<file path="config.mk">
export PLATFORM = sky130hd
export DESIGN_NAME = reg_file
export DESIGN_NICKNAME = d
export VERILOG_FILES = /design/src/rtl/reg_file.sv
export SDC_FILE = /design/constraint.sdc
export NUM_CORES = 2
export LEC_CHECK = 0
export CAP_MARGIN = 20
export CORE_MARGIN = 1
export CORE_UTILIZATION = 50
export CTS_BUF_LIST = sky130_fd_sc_hd__clkbuf_4 sky130_fd_sc_hd__clkbuf_8 sky130_fd_sc_hd__clkbuf_16
export DETAILED_ROUTE_END_ITERATION = 8
export PLACE_DENSITY = 0.69
export SLEW_MARGIN = 10
export SYNTH_ARGS = -nofsm -noshare
export SYNTH_HDL_FRONTEND = slang
export SYNTH_SLANG_ARGS = --single-unit
</file>
<file path="constraint.sdc">
create_clock -name clk -period 67 [get_ports clk]
set_input_delay 20.1 -clock clk [delete_from_list [all_inputs] [get_ports clk]]
set_output_delay 20.1 -clock clk [all_outputs]
set_load 0.02 [all_outputs]
</file>
<file path="src/rtl/reg_file.sv">
// Two-read / one-write architectural register file with a per-register busy scoreboard.
// Define REGFILE_BYPASS_EN to forward the in-flight write to the read ports and suppress its stall.
module reg_file #(
   parameter int DATA_W = 32,
   parameter int ADDR_W = 5
) (
   input  logic                   clk,
   input  logic                   rst,
   input  logic [ADDR_W-1:0]      rs1,
   input  logic [ADDR_W-1:0]      rs2,
   output logic [DATA_W-1:0]      rd1,
   output logic [DATA_W-1:0]      rd2,
   input  logic                   we,
   input  logic [ADDR_W-1:0]      wa,
   input  logic [DATA_W-1:0]      wd,
   input  logic                   busy_set,
   input  logic [ADDR_W-1:0]      busy_addr,
   output logic                   stall,
   output logic [2**ADDR_W-1:0]   busy_vec
);

   localparam int NUM_REGS = 2**ADDR_W;

   logic [DATA_W-1:0]   regs_q [NUM_REGS];
   logic [NUM_REGS-1:0] busy_q;
   logic [NUM_REGS-1:0] busy_d;
   logic                wr_en;
   logic                byp1;
   logic                byp2;

   // Index 0 is hardwired zero, so a write there never lands.
   assign wr_en = we && (wa != '0);

   // NOTE: every signal written in always_comb gets a default first, otherwise a latch is inferred.
   always_comb begin
      busy_d = busy_q;
      if (we)
         busy_d[wa] = 1'b0;
      // Set after clear: a new load to the retiring destination keeps the bit pending.
      if (busy_set)
         busy_d[busy_addr] = 1'b1;
      busy_d[0] = 1'b0;
   end

   // NOTE: sequential state uses non-blocking assignments so every register samples pre-edge values.
   // NOTE: the array is reset because an asynchronous reset must clear architectural state at once.
   always_ff @(posedge clk or posedge rst) begin
      if (rst) begin
         for (int i = 0; i < NUM_REGS; i++)
            regs_q[i] <= '0;
         busy_q <= '0;
      end else begin
         if (wr_en)
            regs_q[wa] <= wd;
         busy_q <= busy_d;
      end
   end

`ifdef REGFILE_BYPASS_EN
   assign byp1 = wr_en && !rst && (rs1 == wa);
   assign byp2 = wr_en && !rst && (rs2 == wa);
`else
   assign byp1 = 1'b0;
   assign byp2 = 1'b0;
`endif

   always_comb begin
      rd1 = '0;
      rd2 = '0;
      if (!rst) begin
         if (byp1)
            rd1 = wd;
         else if (rs1 != '0)
            rd1 = regs_q[rs1];
         if (byp2)
            rd2 = wd;
         else if (rs2 != '0)
            rd2 = regs_q[rs2];
      end
   end

   assign stall    = !rst && ((busy_q[rs1] && (rs1 != '0) && !byp1) ||
                              (busy_q[rs2] && (rs2 != '0) && !byp2));
   assign busy_vec = busy_q;

endmodule

</file>
== After elaboration in Yosys (flattened, before gate mapping) ==
Index checks and enable logic that the tools add are counted.

* Register bits: 1055
* Latch bits: 0
* Bits in writable memories: 0
* ROM bits: 0
* Input port bits: 56
* Output and inout bits: 97
* Word-level logic and storage cells: 84
* Memories: 0

* Add/sub/neg operators: 0
* $mul: 0
* Div/mod/pow operators: 0
* $lt $le $gt $ge: 10
* Eq/ne operators: 0
* Shift operators: 0
* Muxes and demuxes: 23
* Bitwise operators: 6
* Reductions and logical operators: 12

{| class="wikitable"
|+ Operator list
! cell !! count
|-
| 1024-bit bitwise mux || 1
|-
| 32-bit two-way mux || 11
|-
| 32-bit binary-select mux with 5-bit select || 2
|-
| 32-bit demux with 5-bit select || 1
|-
| 32-bit bitwise AND || 1
|-
| 32-bit inverter || 1
|-
| 32-bit OR || 1
|-
| 5-bit by 6-bit less-than comparator with 1-bit output, second input constant || 4
|-
| 6-bit >= comparator, second input constant || 3
|-
| 5-bit inverter with 6-bit output || 3
|-
| 5-bit nonzero test || 3
|-
| 1-bit binary-select mux with 5-bit select || 2
|-
| 1-bit demux with 5-bit select || 2
|-
| 5-bit by 1-bit >= comparator with 1-bit output, second input constant || 2
|-
| 1-bit logical AND || 7
|-
| 6-bit by 1-bit less-than comparator with 1-bit output, second input constant || 1
|-
| 1-bit two-way mux || 4
|-
| 1-bit logical NOT || 1
|-
| 1-bit logical OR || 1
|}

== Longest topological paths before layout ==
* Word-level depth: 9
* Depth in mapped cells: 9
* Depth with buffers taken out: 5

== Worst setup path after synthesis ==
No wires, ideal clock.

* Kind: input-to-output
* Start: in rst
* End: out stall
* Data arrival time: 46.551 ns
* Required time: 46.900 ns
* Path slack: 0.349 ns
* Cell stages on the path: 3
* Buffers on the path: 0
* Cell sequence: inv_1 > nand2_1 > o221ai_1

* Longest elaborated chain between the ends: 2

{| class="wikitable"
|+ Ends and longest elaborated chain
! what !! RTL line !! source
|-
| start: declaration || 8 || <nowiki>input logic rst,</nowiki>
|-
| 1-bit logical NOT || 82 || <nowiki>assign stall = !rst && ((busy_q[rs1] && (rs1 != '0) && !byp1) ||</nowiki>
|-
| 1-bit logical AND || 82 ||
|-
| end: declaration || 18 || <nowiki>output logic stall,</nowiki>
|}

No other way between the ends.

== Final worst setup path ==
* Start: in rs2[0]
* End: out rd2[28]

* Longest elaborated chain between the ends: 6
* Elaborated cells on any way between the ends: 7
* Classes of those cells: mux: 5; bitwise: 1; reduce/logical: 1

{| class="wikitable"
|+ Ends and longest elaborated chain
! what !! RTL line !! source
|-
| start: declaration || 10 || <nowiki>input logic [ADDR_W-1:0] rs2,</nowiki>
|-
| 5-bit inverter with 6-bit output (not written as such) || 78 || <nowiki>rd2 = regs_q[rs2];</nowiki>
|-
| 32-bit binary-select mux with 5-bit select || 78 ||
|-
| 32-bit two-way mux (not written as such) (2 in a row) || 78 ||
|-
| 32-bit two-way mux * || 77 || <nowiki>else if (rs2 != '0)</nowiki>
|-
| 32-bit two-way mux * || 70 || <nowiki>if (!rst) begin</nowiki>
|-
| end: declaration || 12 || <nowiki>output logic [DATA_W-1:0] rd2,</nowiki>
|}

Mark *: on every way between the ends. The rest lies on a longest branch, timed or not. The select of a mux whose other input is x is not followed.

==> metrics <==
# rows 122; Nets 3561; setup violators final 0; Clock Skew 0 ns; Clock transition at path regs 0.06 ns; status completed; clk buf depth 3; Initial DRC Count 2957; CP arrival 24.43 ns; syn avg cell area 15.7 sq um; hold-critical path depth 0; full die area 114000 sq um; Synth area leader dfrtp_1; FFs w/ async S/R, synth 1.00; Initial Utilization 0.506; VDD IR max 0.0000222 V; initial antenna violation count 9; Final min period 44.53 ns; pre-CTS setup slack 22.35 ns; Antenna Violating Nets Remaining 0; Die Height 337 microns; final hold violations 0; fin. max-slew vios 0; slew at the pin closest to its max-slew limit 1.18 ns; remaining global-route overflow 0; Placer Congestion 0.792; unrepaired setup endpoints after global routing no; number of synthesized register bits 1055; die width 337 microns; Reg2Reg Depth 1; DR DRC count 0; RR Endpoint regs_q[612]$_DFFE_PP0P_; clk root buf clkbuf_16; top-level I/O count 153; vias 33800; H-tree Lvls 3; Synth cell types 38; dpl hpwl 85.0 mm; Synth Flop Type dfrtp_1; Final Util 0.562; CP max FO 66; TritonCTS clock tree done; most frequent cells in the layout dfrtp_1 (1055), mux2_2 (1042), mux4_2 (603); area share of the largest cell type after synthesis 0.471; total wire length 160 mm; Tot GR Track Use 0.289; Post-CTS Hold Buffers 0; P&R area growth vs syn 11.2%; worst min path class register to register; R2R Setup Slk 66.19 ns; max cap viols 0; largest net degree at the start of global routing 110; cell count after synthesis 3570; setup TNS 0 ns; post-CTS resize count 0; CP max-delay cell buf_4; Post-Syn Area 56100 sq um; WS Path Type input pin to output port; RR Startpoint regs_q[612]$_DFFE_PP0P_; crit path from rs2[0]; layout cells sized above 1 0.548; CP peak stage delay 0.85 ns; Final period util 0.665; Final WS setup 22.47 ns; synth top area cells dfrtp_1 (47%), mux4_2 (24%), mux2_2 (21%), clkbuf_1 (1.4%), o22ai_1 (0.74%); Seq/Total Area, Yosys 0.471; via/cell ratio 6.64; critical path endpoint rd2[28]; LEAKAGE 26.4 nW; vias in the first global route 35100; Port Buffers 151; Core ar. 111000 sq um; Pwr Density 30.6 nW/um^2; crit-path cells buf_8, buf_4, buf_4, mux4_2, mux4_2, clkinv_1, o22ai_1, clkdlybuf4s50_1; Ys Warns 0; DR WL/cell 31.4 microns; CTS sink cnt 1055; Post-synth EDFFs 0; worst endpoint required time 46.90 ns; Slew HR 0.216; critical path endpoint category output port; CP Launch Type input pin; global-route wire length before repair 240 mm; fmax 0.0225 GHz; 1st-pass router iterations 5; commonest non-fill, non-tap cell in the layout dfrtp_1; Num CTS Buffers 115; clock latency reported for the late side of the worst-skew pair 0.69 ns; Synth Net Count 3626; Setup Buffers After CTS 0
-- how the worst min path moves through the flow --
stage | startpoint | to | slack (ns)
after global placement | regs_q[994]$_DFFE_PP0P_ | regs_q[994]$_DFFE_PP0P_ | 0.38
after detailed placement | regs_q[1008]$_DFFE_PP0P_ | regs_q[1008]$_DFFE_PP0P_ | 0.38
after CTS | regs_q[994]$_DFFE_PP0P_ | regs_q[994]$_DFFE_PP0P_ | 0.40
after floorplan | regs_q[1000]$_DFFE_PP0P_ | regs_q[1000]$_DFFE_PP0P_ | 0.44
after global routing | regs_q[1013]$_DFFE_PP0P_ | regs_q[1013]$_DFFE_PP0P_ | 0.41
final | regs_q[1013]$_DFFE_PP0P_ | regs_q[1013]$_DFFE_PP0P_ | 0.39
-- cell usage after synthesis, types with 2 or more instances --
cell type  number
clkinv_1       52
a22o_1         15
dfrtp_1      1055
nor4_1          2
buf_2          60
and3b_1         3
nand2_1        77
o41ai_2         2
nand3b_1        9
and3_1          2
o22ai_1        66
buf_4          35
a21oi_1        74
mux2_2       1042
nand3_1         4
nor2_1         46
mux2i_1        29
o21ai_0        32
buf_1          76
or2_2           2
clkbuf_1      208
or3b_2          2
buf_6          22
inv_1          31
nor3b_1         8
nor3_1          2
mux4_2        603
-- flip-flops by register name, summed over array words and instances (netlist names) --
name      count
regs_q     1024
busy_vec     31
-- worst max-delay path: cells and delay by family --
kind,cells,cell delay [ns]
buffers and inverters,5,2.92
muxes,2,1.08
AOI/OAI and AO/OA,1,0.18
-- logic make-up after synthesis --
kind of cell / synth area share
simple gates: 0.0127
compound gates: 0.0208
buf+inv: 0.0390
mux: 0.457
other cells: 0.0000668
flops: 0.471
-- per-layer routing --
metal	GRT usage	part of all wire	up-vias
li1	-	-	13600
met1	0.397	0.40	18600
met5	0	0.00050	-
met3	0.0427	0.068	294
met2	0.474	0.50	1290
met4	0.0936	0.030	10
-- where the power goes --
part / internal (mW) / switching (mW) / total, mW
logic: 0.252 / 0.153 / 0.405
clock network: 0.387 / 0.269 / 0.656
registers: 0.759 / 0.0896 / 0.849
-- cell type report --
cell class,count,area (sq um)
Inverter,83,319
Clock buffer,159,3340
Antenna cell,2,5.00
Multi-Input combinational cell,2031,27800
Tap cell,1488,1860
Timing Repair Buffer,219,2120
Fill cell,8728,48600
Sequential cell,1055,26400
Clock inverter,51,567
-- stage by stage --
stage | power, mW | instance area [sq um] | hold WS, ns | instances
4_1_cts | 1.92 | 62300 | 0.397 | 5080
5_1_grt | 1.99 | 62400 | 0.408 | 5088
2_1_floorplan | 1.15 | 56100 | 0.441 | 3570
6_report | 1.91 | 62400 | 0.394 | 5088
3_5_place_dp | 1.26 | 58400 | 0.383 | 4870
3_3_place_gp | 1.25 | 58400 | 0.377 | 4870
No activity file was read; power rests on OpenSTA's default activity.
